--- src/rtl/mux_rr_stream_pkg.sv ---
// -----------------------------------------------------------------------------
// mux_defs
// Shared definitions for the stream multiplexer slice.
//   MUX_MODE_SEL : channel picked by the external sel input
//   MUX_MODE_RR  : channel picked by round-robin arbitration
//   clog2()      : ceiling log2, used to size select/tag fields
// -----------------------------------------------------------------------------
package mux_defs;

    localparam int MUX_MODE_SEL = 0;
    localparam int MUX_MODE_RR  = 1;

    // Smallest r with 2**r >= value; value is expected to be >= 2.
    function automatic int clog2(input int value);
        int result;
        result = 0;
        for (int i = 0; i < 31; i++) begin
            if ((32'sd1 <<< i) < value) begin
                result = i + 32'sd1;
            end
        end
        return result;
    endfunction

endpackage

--- src/rtl/mux_rr_stream_dec_onehot.sv ---
// -----------------------------------------------------------------------------
// dec_onehot
// N-way one-hot decoder with enable. Output bit idx is high when en is high;
// all bits are low when en is low or idx does not name one of the N outputs.
//   idx    : index to decode
//   en     : decoder enable
//   onehot : decoded output, at most one bit set
// -----------------------------------------------------------------------------
module dec_onehot #(
    parameter int N     = 4,
    parameter int IDX_W = 2
) (
    input  logic [IDX_W-1:0] idx,
    input  logic             en,
    output logic [N-1:0]     onehot
);

    // Compare the index against every output position.
    always_comb begin
        onehot = '0;
        for (int k = 0; k < N; k++) begin
            onehot[k] = en && (idx == IDX_W'(k));
        end
    end

endmodule

--- src/rtl/mux_rr_stream.sv ---
// -----------------------------------------------------------------------------
// mux_rr_stream
// CHANNELS-way valid/ready stream multiplexer with a one-entry registered
// output stage. The channel is chosen by sel (MODE=MUX_MODE_SEL) or by
// round-robin arbitration (MODE=MUX_MODE_RR). Each stored word carries the
// index of the channel it came from.
//   clk, reset : clock and asynchronous active-high reset
//   in_data    : packed input words, channel k at [k*WIDTH +: WIDTH]
//   in_valid   : per-channel valid
//   in_ready   : per-channel ready, one-hot or zero, combinational
//   sel        : external channel select (select mode only)
//   out_data   : registered selected word
//   out_chan   : registered source channel of out_data
//   out_valid  : output stage holds a word
//   out_ready  : downstream accept
// -----------------------------------------------------------------------------
module mux_rr_stream
    import mux_defs::*;
#(
    parameter int WIDTH    = 8,
    parameter int CHANNELS = 4,
    parameter int MODE     = MUX_MODE_SEL
) (
    input  logic                       clk,
    input  logic                       reset,
    input  logic [CHANNELS*WIDTH-1:0]  in_data,
    input  logic [CHANNELS-1:0]        in_valid,
    output logic [CHANNELS-1:0]        in_ready,
    input  logic [clog2(CHANNELS)-1:0] sel,
    output logic [WIDTH-1:0]           out_data,
    output logic [clog2(CHANNELS)-1:0] out_chan,
    output logic                       out_valid,
    input  logic                       out_ready
);

    localparam int SEL_W = clog2(CHANNELS);
    localparam logic [SEL_W:0] CH_EXT = (SEL_W + 1)'(CHANNELS);

    logic                  load_en_s;
    logic                  ready_en_s;
    logic                  xfer_s;
    logic [WIDTH-1:0]      word_s;
    logic [SEL_W-1:0]      grant_idx_s;
    logic                  grant_valid_s;
    logic                  sel_hit_s;
    logic [SEL_W-1:0]      ptr_r;
    logic [SEL_W-1:0]      ptr_next_s;
    logic [2*CHANNELS-1:0] dbl_valid_s;
    logic [CHANNELS-1:0]   rot_valid_s;
    logic [SEL_W-1:0]      rr_pos_s;
    logic [SEL_W:0]        rr_sum_s;
    logic [SEL_W-1:0]      rr_idx_s;
    logic                  rr_found_s;

    // The output stage can take a word when empty or being drained this cycle.
    assign load_en_s  = !out_valid || out_ready;
    // Reset gating keeps in_ready low for the whole reset window.
    assign ready_en_s = load_en_s && grant_valid_s && !reset;
    assign xfer_s     = |(in_valid & in_ready);

    // Select-mode grant: sel must name an existing channel that is valid.
    always_comb begin
        sel_hit_s = 1'b0;
        for (int k = 0; k < CHANNELS; k++) begin
            sel_hit_s = sel_hit_s | ((sel == SEL_W'(k)) && in_valid[k]);
        end
    end

    // Round-robin search: rotate so ptr sits at bit 0, take the lowest set
    // bit, then rotate the winning position back to a channel index.
    always_comb begin
        dbl_valid_s = {in_valid, in_valid} >> ptr_r;
        rot_valid_s = dbl_valid_s[CHANNELS-1:0];
        rr_pos_s    = '0;
        for (int i = CHANNELS - 1; i >= 0; i--) begin
            rr_pos_s = rot_valid_s[i] ? SEL_W'(i) : rr_pos_s;
        end
        rr_found_s = |rot_valid_s;
        rr_sum_s   = {1'b0, rr_pos_s} + {1'b0, ptr_r};
        rr_sum_s   = (rr_sum_s >= CH_EXT) ? (rr_sum_s - CH_EXT) : rr_sum_s;
        rr_idx_s   = rr_sum_s[SEL_W-1:0];
        ptr_next_s = (rr_idx_s == SEL_W'(CHANNELS - 1)) ? '0 : (rr_idx_s + SEL_W'(1));
    end

    // Pick the grant source for the configured mode.
    always_comb begin
        if (MODE == MUX_MODE_RR) begin
            grant_idx_s   = rr_idx_s;
            grant_valid_s = rr_found_s;
        end else begin
            grant_idx_s   = sel;
            grant_valid_s = sel_hit_s;
        end
    end

    dec_onehot #(
        .N     (CHANNELS),
        .IDX_W (SEL_W)
    ) u_ready_dec (
        .idx    (grant_idx_s),
        .en     (ready_en_s),
        .onehot (in_ready)
    );

    // AND-OR data mux steered by the one-hot ready vector.
    always_comb begin
        word_s = '0;
        for (int k = 0; k < CHANNELS; k++) begin
            word_s = word_s | (in_data[k*WIDTH +: WIDTH] & {WIDTH{in_ready[k]}});
        end
    end

    // One-entry output stage: load on transfer, clear valid on drain, else hold.
    always_ff @(posedge clk or posedge reset) begin
        if (reset) begin
            out_valid <= 1'b0;
            out_data  <= '0;
            out_chan  <= '0;
        end else if (xfer_s) begin
            out_valid <= 1'b1;
            out_data  <= word_s;
            out_chan  <= grant_idx_s;
        end else if (out_ready) begin
            out_valid <= 1'b0;
        end else begin
            out_valid <= out_valid;
        end
    end

    // Round-robin pointer moves past the winner only when a word is taken.
    always_ff @(posedge clk or posedge reset) begin
        if (reset) begin
            ptr_r <= '0;
        end else if (xfer_s && (MODE == MUX_MODE_RR)) begin
            ptr_r <= ptr_next_s;
        end else begin
            ptr_r <= ptr_r;
        end
    end

endmodule

--- config.mk ---
export PLATFORM = sky130hd
export DESIGN_NAME = mux_rr_stream
export DESIGN_NICKNAME = d
export VERILOG_FILES = /design/src/rtl/mux_rr_stream_pkg.sv /design/src/rtl/mux_rr_stream_dec_onehot.sv /design/src/rtl/mux_rr_stream.sv
export SDC_FILE = /design/constraint.sdc
export NUM_CORES = 1
export LEC_CHECK = 0
export ABC_AREA = 1
export CORE_MARGIN = 2
export CORE_UTILIZATION = 33
export DETAILED_ROUTE_END_ITERATION = 6
export PLACE_DENSITY_LB_ADDON = 0.2
export SYNTH_ARGS = -nofsm -noshare
export SYNTH_HDL_FRONTEND = slang
export SYNTH_SLANG_ARGS = --single-unit
--- constraint.sdc ---
create_clock -name clk -period 1.2 [get_ports clk]
set_input_delay 0.12 -clock clk [delete_from_list [all_inputs] [get_ports clk]]
set_output_delay 0.12 -clock clk [all_outputs]
set_load 0.05 [all_outputs]
==> results of run 1 <==
[worst reg2reg max path, cell delays in order (launching register included)]
cell and delay, ns:
dfrtp_2 0.37, inv_2 0.04, nor2_2 0.12, nor2_4 0.07, buf_4 0.14, buf_6 0.12, buf_12 0.14, nand4_1 0.11
nand2_1 0.07, nor2_2 0.13, nand2_1 0.07
[repair_timing]
| action | CTS | global route |
|---|---|---|
| pin swaps | 9 | 6 |
| buffers inserted | 7 | 0 |
| setup endpoints to repair | 15 | 15 |
| resized for setup | 21 | 5 |
| cloned | 1 | 0 |
[flip-flops by register name (all words and copies together) (netlist names)]
register and cells:
out_data 8, out_chan 2, out_valid 1
[path summary, 6_finish.rpt]
kind	end	slack, ns	cells after the start
setup / recovery	in_ready[1]	-0.34	6
hold / removal	out_data[0]	0.22	2
setup reg to reg	out_data[0]	-0.28	10
hold reg to reg	out_data[1]	0.55	2
max in group asynchronous	out_valid	0.66	2
min in group clk	out_chan[1]	0.45	4
[cell families after synthesis]
family,count (synthesis),synth area share
AOI/OAI and AO/OA,3,0.0161
buffers and inverters,16,0.139
and+or+nand+nor,92,0.549
DFF,11,0.296
[placed cells by master (no fill, tap or decap), types with 3 or more instances in the layout]
master,n
dfrtp_1,10
nor2_1,6
buf_12,17
clkbuf_4,3
clkdlybuf4s50_1,38
nand4_1,32
nor3_4,3
buf_6,6
nor2_2,5
nand2_1,32
buf_4,16
nand2_2,4
[power breakdown]
part           total (W)  leakage (nW)  switching (W)  internal, W
combinational    0.00133         0.746       0.000663     0.000671
sequential      0.000580         0.136       0.000116     0.000464
clock           0.000260        0.0150       0.000131     0.000129
total            0.00217         0.897       0.000910      0.00126
[layer usage]
layer | vias to the layer above | GRT usage | routed length [um]
li1 | 580 | - | -
met3 | 8 | 0.0522 | 312
met5 | - | 0 | 0
met4 | 0 | 0.0664 | 57
met1 | 571 | 0.268 | 1280
met2 | 59 | 0.383 | 1770
[cell usage after synthesis]
cell type,n
clkinv_2,1
nor2_1,12
inv_4,2
nor2_8,1
o21ai_0,3
nand2_1,36
inv_2,1
clkbuf_1,2
nand3_2,1
nand2_4,3
nand3_1,2
buf_12,1
nor2_2,1
nor3_2,3
inv_1,3
buf_8,2
buf_2,1
buf_6,3
dfrtp_1,11
nand2_8,1
nand4_1,32
[area by class of cell]
| type | count | area [um2] | area share |
|---|---|---|---|
| Multi-Input combinational cell | 95 | 592 | 0.310 |
| Inverter | 7 | 32.5 | 0.0171 |
| Clock buffer | 4 | 26.3 | 0.0138 |
| Tap cell | 31 | 38.8 | 0.0203 |
| Sequential cell | 11 | 277 | 0.145 |
| Timing Repair Buffer | 80 | 941 | 0.493 |
[metrics by stage]
stage | total power, W | TNS (ns) | hold WS, ns
after floorplan | 0.00115 | -2.95 | -0.0276
after global placement | 0.00181 | -7.14 | 0.521
after detailed placement | 0.00183 | -7.77 | 0.527
after CTS | 0.00215 | -3.78 | 0.248
after global routing | 0.00228 | -4.79 | 0.265
final | 0.00217 | -3.97 | 0.224
==> impl_metrics.json, run 1 <==
{
  "synth_area_um2": 930,
  "cts_tree": "done",
  "ctsHoldBuffers": 0,
  "crit_arrival_ns": 1.42,
  "crit_path_start_kind": "flop",
  "n_antenna_cell": 0,
  "cp_max_fo": 5,
  "critical_path.startpoint": "out_valid",
  "wl_per_cell_um": 15.0,
  "drive_gt1_frac": 0.355,
  "cts_sinks": 11,
  "placed_cell_area_mm2": 0.00175,
  "synth_seq_cells": 11,
  "power.density_mw_per_mm2": 1140,
  "critPathKind": "reg -> out",
  "pre_cts_slack_ns": -0.591,
  "slew_violations": 0,
  "tightestPinTransition_ns": 0.556,
  "power_leakage_nw": 0.897,
  "hold_class": "in -> async",
  "synth_cells": 122,
  "portBuffers": 55,
  "clkLatencyLatePin_ns": 0.27,
  "syn_nets": 163,
  "ant_nets": 0,
  "max_stage_delay_ns": 0.41,
  "track_usage": 0.219,
  "synthToLayoutAreaGrowth_pct": 105,
  "core-area_mm2": 0.00271,
  "finalCriticalPeriod_ns": 1.54,
  "die_area_mm2": 0.00326,
  "clk_path_buf_depth": 2,
  "totalWireLength_mm": 3.43,
  "placedCellCount": 216,
  "skew_ns": 0.000638,
  "die_h_um": 57.1,
  "cts_buffers": 3,
  "fin_cells": 228,
  "utilization": 0.704,
  "start_util": 0.343,
  "die_x_um": 57.1,
  "path_buf_inv": 2,
  "vias_per_cell": 5.34,
  "cts_root_buf": "clkbuf_4",
  "rows": 19,
  "yosysUniqueCellTypes": 21,
  "fin_area_mm2": 0.00191,
  "reg2reg_from": "out_valid",
  "cts_max_level": 1,
  "grt_pass1_wl_mm": 5.48,
  "clk_pin_slew_ns": 0.07,
  "end_kind": "primary output",
  "place.gp.congestion": 0.860,
  "vdd_ir_drop_max_mv": 1.28,
  "fin_nets": 239,
  "synth_top_area_share": 0.296,
  "drc": 0,
  "drt_iter0_drc": 54,
  "failed_checks": "setup timing",
  "dr.pass1.iters": 4,
  "period_share": 1.29,
  "synth.area.top_cells": "dfrtp_1 30%, nand4_1 22%, nand2_1 15%",
  "vias": 1218,
  "n_fill_cell": 219,
  "synth_area_per_cell_um2": 7.62,
  "drv_cap": 0,
  "cp_data_required_time_ns": 1.08,
  "rsz0062_at_grt": "yes",
  "hpwl_mm": 2.59,
  "grt_pass1_vias": 1180,
  "final.setup.worst_slack_ns": -0.343,
  "antenna_found_initial": 0,
  "yosysTopAreaCell": "dfrtp_1",
  "yosysWarnings": 0,
  "max_freq_mhz": 648,
  "outcome": "finished, violations left",
  "grt_max_degree": 25,
  "setup_viol": 15,
  "grt_overflow": 0,
  "crit_chain": "inv_2 -> nor2_2 -> nor2_4 -> nand2_8 -> nor3_4 -> buf_12",
  "relSlewSlack": 0.628,
  "crit_family": "simple AND/OR/NAND/NOR gates",
  "hold_viol": 0,
  "synth.yosys.seq_area_share": 0.296,
  "ioPinCount": 56,
  "critPathSlowestCell": "dfrtp_2"
}
No activity file was read; power rests on OpenSTA's default activity.
==> run 2, diff against run 1 <==
--- a/config.mk
+++ b/config.mk
@@ -6,10 +6,12 @@
 export NUM_CORES = 1
 export LEC_CHECK = 0
 export ABC_AREA = 1
+export CAP_MARGIN = 5
 export CORE_MARGIN = 2
 export CORE_UTILIZATION = 33
 export DETAILED_ROUTE_END_ITERATION = 6
 export PLACE_DENSITY_LB_ADDON = 0.2
+export REMOVE_ABC_BUFFERS = 1
 export SYNTH_ARGS = -nofsm -noshare
 export SYNTH_HDL_FRONTEND = slang
 export SYNTH_SLANG_ARGS = --single-unit
==> impl_metrics.json, run 2 (synthesis results as in run 1) <==
{
  "outcome": "finished, violations left",
  "failed_checks": "setup timing",
  "critical_path.startpoint": "in_valid[3]",
  "wl_per_cell_um": 14.0,
  "mostFrequentLayoutCells": "38 x clkdlybuf4s50_1, 36 x nand2_1, 32 x nand4_1, 17 x buf_12, 15 x buf_4",
  "tightestPinTransition_ns": 0.444,
  "grt_max_degree": 25,
  "rows": 19,
  "max_freq_mhz": 662,
  "place.gp.congestion": 0.857,
  "cts_max_level": 1,
  "cts_root_buf": "clkbuf_4",
  "placedCellCount": 217,
  "cts_buffers": 3,
  "grt_pass1_wl_mm": 4.85,
  "antenna_found_initial": 0,
  "p_sw_frac": 0.414,
  "clkLatencyLatePin_ns": 0.27,
  "placed_cell_area_mm2": 0.00172,
  "hold_viol": 0,
  "crit_path_start_kind": "input pin",
  "p_sw_w": 0.000866,
  "power.density_mw_per_mm2": 1150,
  "skew_ns": 0.00584,
  "intPower_w": 0.00122,
  "crit_top_cell": "nand2_8",
  "drt_iter0_drc": 20,
  "finalCriticalPeriod_ns": 1.51,
  "ant_nets": 0,
  "crit_family": "buffers and inverters",
  "reg2reg_from": "out_valid",
  "start_util": 0.343,
  "fin_total_pwr_w": 0.00209,
  "reg2reg_setup_slack_ns": -0.11,
  "clk_pin_slew_ns": 0.07,
  "layout_commonest_cell": "clkdlybuf4s50_1",
  "pre_cts_slack_ns": -0.527,
  "path_buf_inv": 3,
  "die_h_um": 57.1,
  "power_leakage_nw": 0.862,
  "hpwl_mm": 2.43,
  "period_share": 1.26,
  "die_x_um": 57.1,
  "final.setup.worst_slack_ns": -0.310,
  "crit_arrival_ns": 1.39,
  "dr.pass1.iters": 4,
  "cts_sinks": 11,
  "setup_viol": 12,
  "ctsHoldBuffers": 0,
  "grt_pass1_vias": 1081,
  "grt_overflow": 0,
  "vdd_ir_drop_max_mv": 0.940,
  "vias": 1165,
  "drv_cap": 0,
  "p_clk_frac": 0.122,
  "totalWireLength_mm": 3.11,
  "drc": 0,
  "critPathSlowestCell": "clkdlybuf4s50_1",
  "relSlewSlack": 0.704,
  "end_kind": "primary output",
  "slew_violations": 0,
  "drive_gt1_frac": 0.286,
  "largest_register": "out_data",
  "synthToLayoutAreaGrowth_pct": 95.8,
  "die_area_mm2": 0.00326,
  "critPathKind": "in -> out",
  "largest_register_ffs": 8,
  "track_usage": 0.193,
  "fin_area_mm2": 0.00182,
  "cts_tree": "done",
  "max_stage_delay_ns": 0.45,
  "fin_cells": 223,
  "rsz0062_at_grt": "yes",
  "p_seq_frac": 0.271,
  "reg_top3": "out_data (8), out_chan (2), out_valid (1)",
  "ioPinCount": 56,
  "clk_path_buf_depth": 2,
  "crit_chain": "clkdlybuf4s50_1 -> nand3_1 -> nand2_1 -> clkinv_2 -> nand2_8 -> nand2_8 -> nor3_4 -> buf_12",
  "reg2reg_depth": 9,
  "vias_per_cell": 5.22,
  "hold_class": "in -> async",
  "cp_data_required_time_ns": 1.08,
  "setup_tns_ns": -1.91,
  "cp_max_fo": 6,
  "fin_nets": 234,
  "rr_endpoint": "out_data[6]",
  "core-area_mm2": 0.00271,
  "p_comb_frac": 0.607,
  "portBuffers": 55,
  "n_antenna_cell": 0
}
==> run 2: cell types whose count changed in the layout (fill, tap and decap cells not counted), moves of 2 or more <==
cell	delta
nand2_1	+4
nand2_2	-4
nor2_1	+4
buf_6	-3
nor2_2	-3
o21ai_0	+2
==> run 2: repair_timing <==
| item | in CTS | in global routing |
|---|---|---|
| endpoints found under the hold margin | 0 | 0 |
| setup endpoints to repair | 15 | 15 |
| resized for setup | 16 | 0 |
| setup buffers | 3 | 1 |
| pin swaps | 4 | 4 |
| gates cloned | 0 | 0 |
==> run 2: per-layer routing <==
metal	global-route usage	wire length [um]
met2	0.353	1690
met5	0	0
met1	0.228	1200
met4	0.0698	51
met3	0.0272	176
==> run 2: power by group through the flow <==
stage	Sequential, W	Combinational (W)	Clock (W)
2_1_floorplan	0.000847	0.000216	0
3_3_place_gp	0.000571	0.00121	0
3_5_place_dp	0.000573	0.00123	0
4_1_cts	0.000568	0.00128	0.000266
5_1_grt	0.000577	0.00132	0.000285
6_report	0.000566	0.00127	0.000255
==> run 2: worst register-to-register path: stages (launching register included) <==
cell and delay, ns:
dfrtp_1 0.39, inv_2 0.07, nor2_2 0.04, nor2_4 0.16
buf_4 0.17, buf_12 0.15, nand4_1 0.13, nand2_1 0.07
nor2_1 0.04, nand2_1 0.05
==> run 2: through the flow <==
step	hold slack (ns)	utilization
6_report	0.244	0.672
4_1_cts	0.245	0.675
5_1_grt	0.269	0.672
3_3_place_gp	0.506	0.635
3_5_place_dp	0.502	0.635
2_1_floorplan	-0.0276	-
==> run 2: final cells by class <==
cell class	count	area, um2
multi-input combinational	95	563
fill	226	890
inverter	7	32.5
sequential	11	275
clock buffer	4	26.3
tap	31	38.8
timing repair buffer	75	885
==> run 2: how the worst max path moves through the flow <==
| stage | endpoint | slack, ns | cells past startpoint |
|---|---|---|---|
| final | in_ready[2] | -0.31 | 8 |
| after global routing | in_ready[2] | -0.36 | 6 |
| after CTS | in_ready[2] | -0.36 | 6 |
| after detailed placement | in_ready[2] | -0.53 | 10 |
| after global placement | in_ready[2] | -0.45 | 10 |
| after floorplan | in_ready[3] | -1.25 | 5 |
==> run 3, diff against run 2 <==
--- a/config.mk
+++ b/config.mk
@@ -10,6 +10,7 @@
 export CORE_MARGIN = 2
 export CORE_UTILIZATION = 33
 export DETAILED_ROUTE_END_ITERATION = 6
+export HOLD_SLACK_MARGIN = 0.08
 export PLACE_DENSITY_LB_ADDON = 0.2
 export REMOVE_ABC_BUFFERS = 1
 export SYNTH_ARGS = -nofsm -noshare
==> results of run 3 <==
Final layout, timing and power as in run 2 (identical DEF).
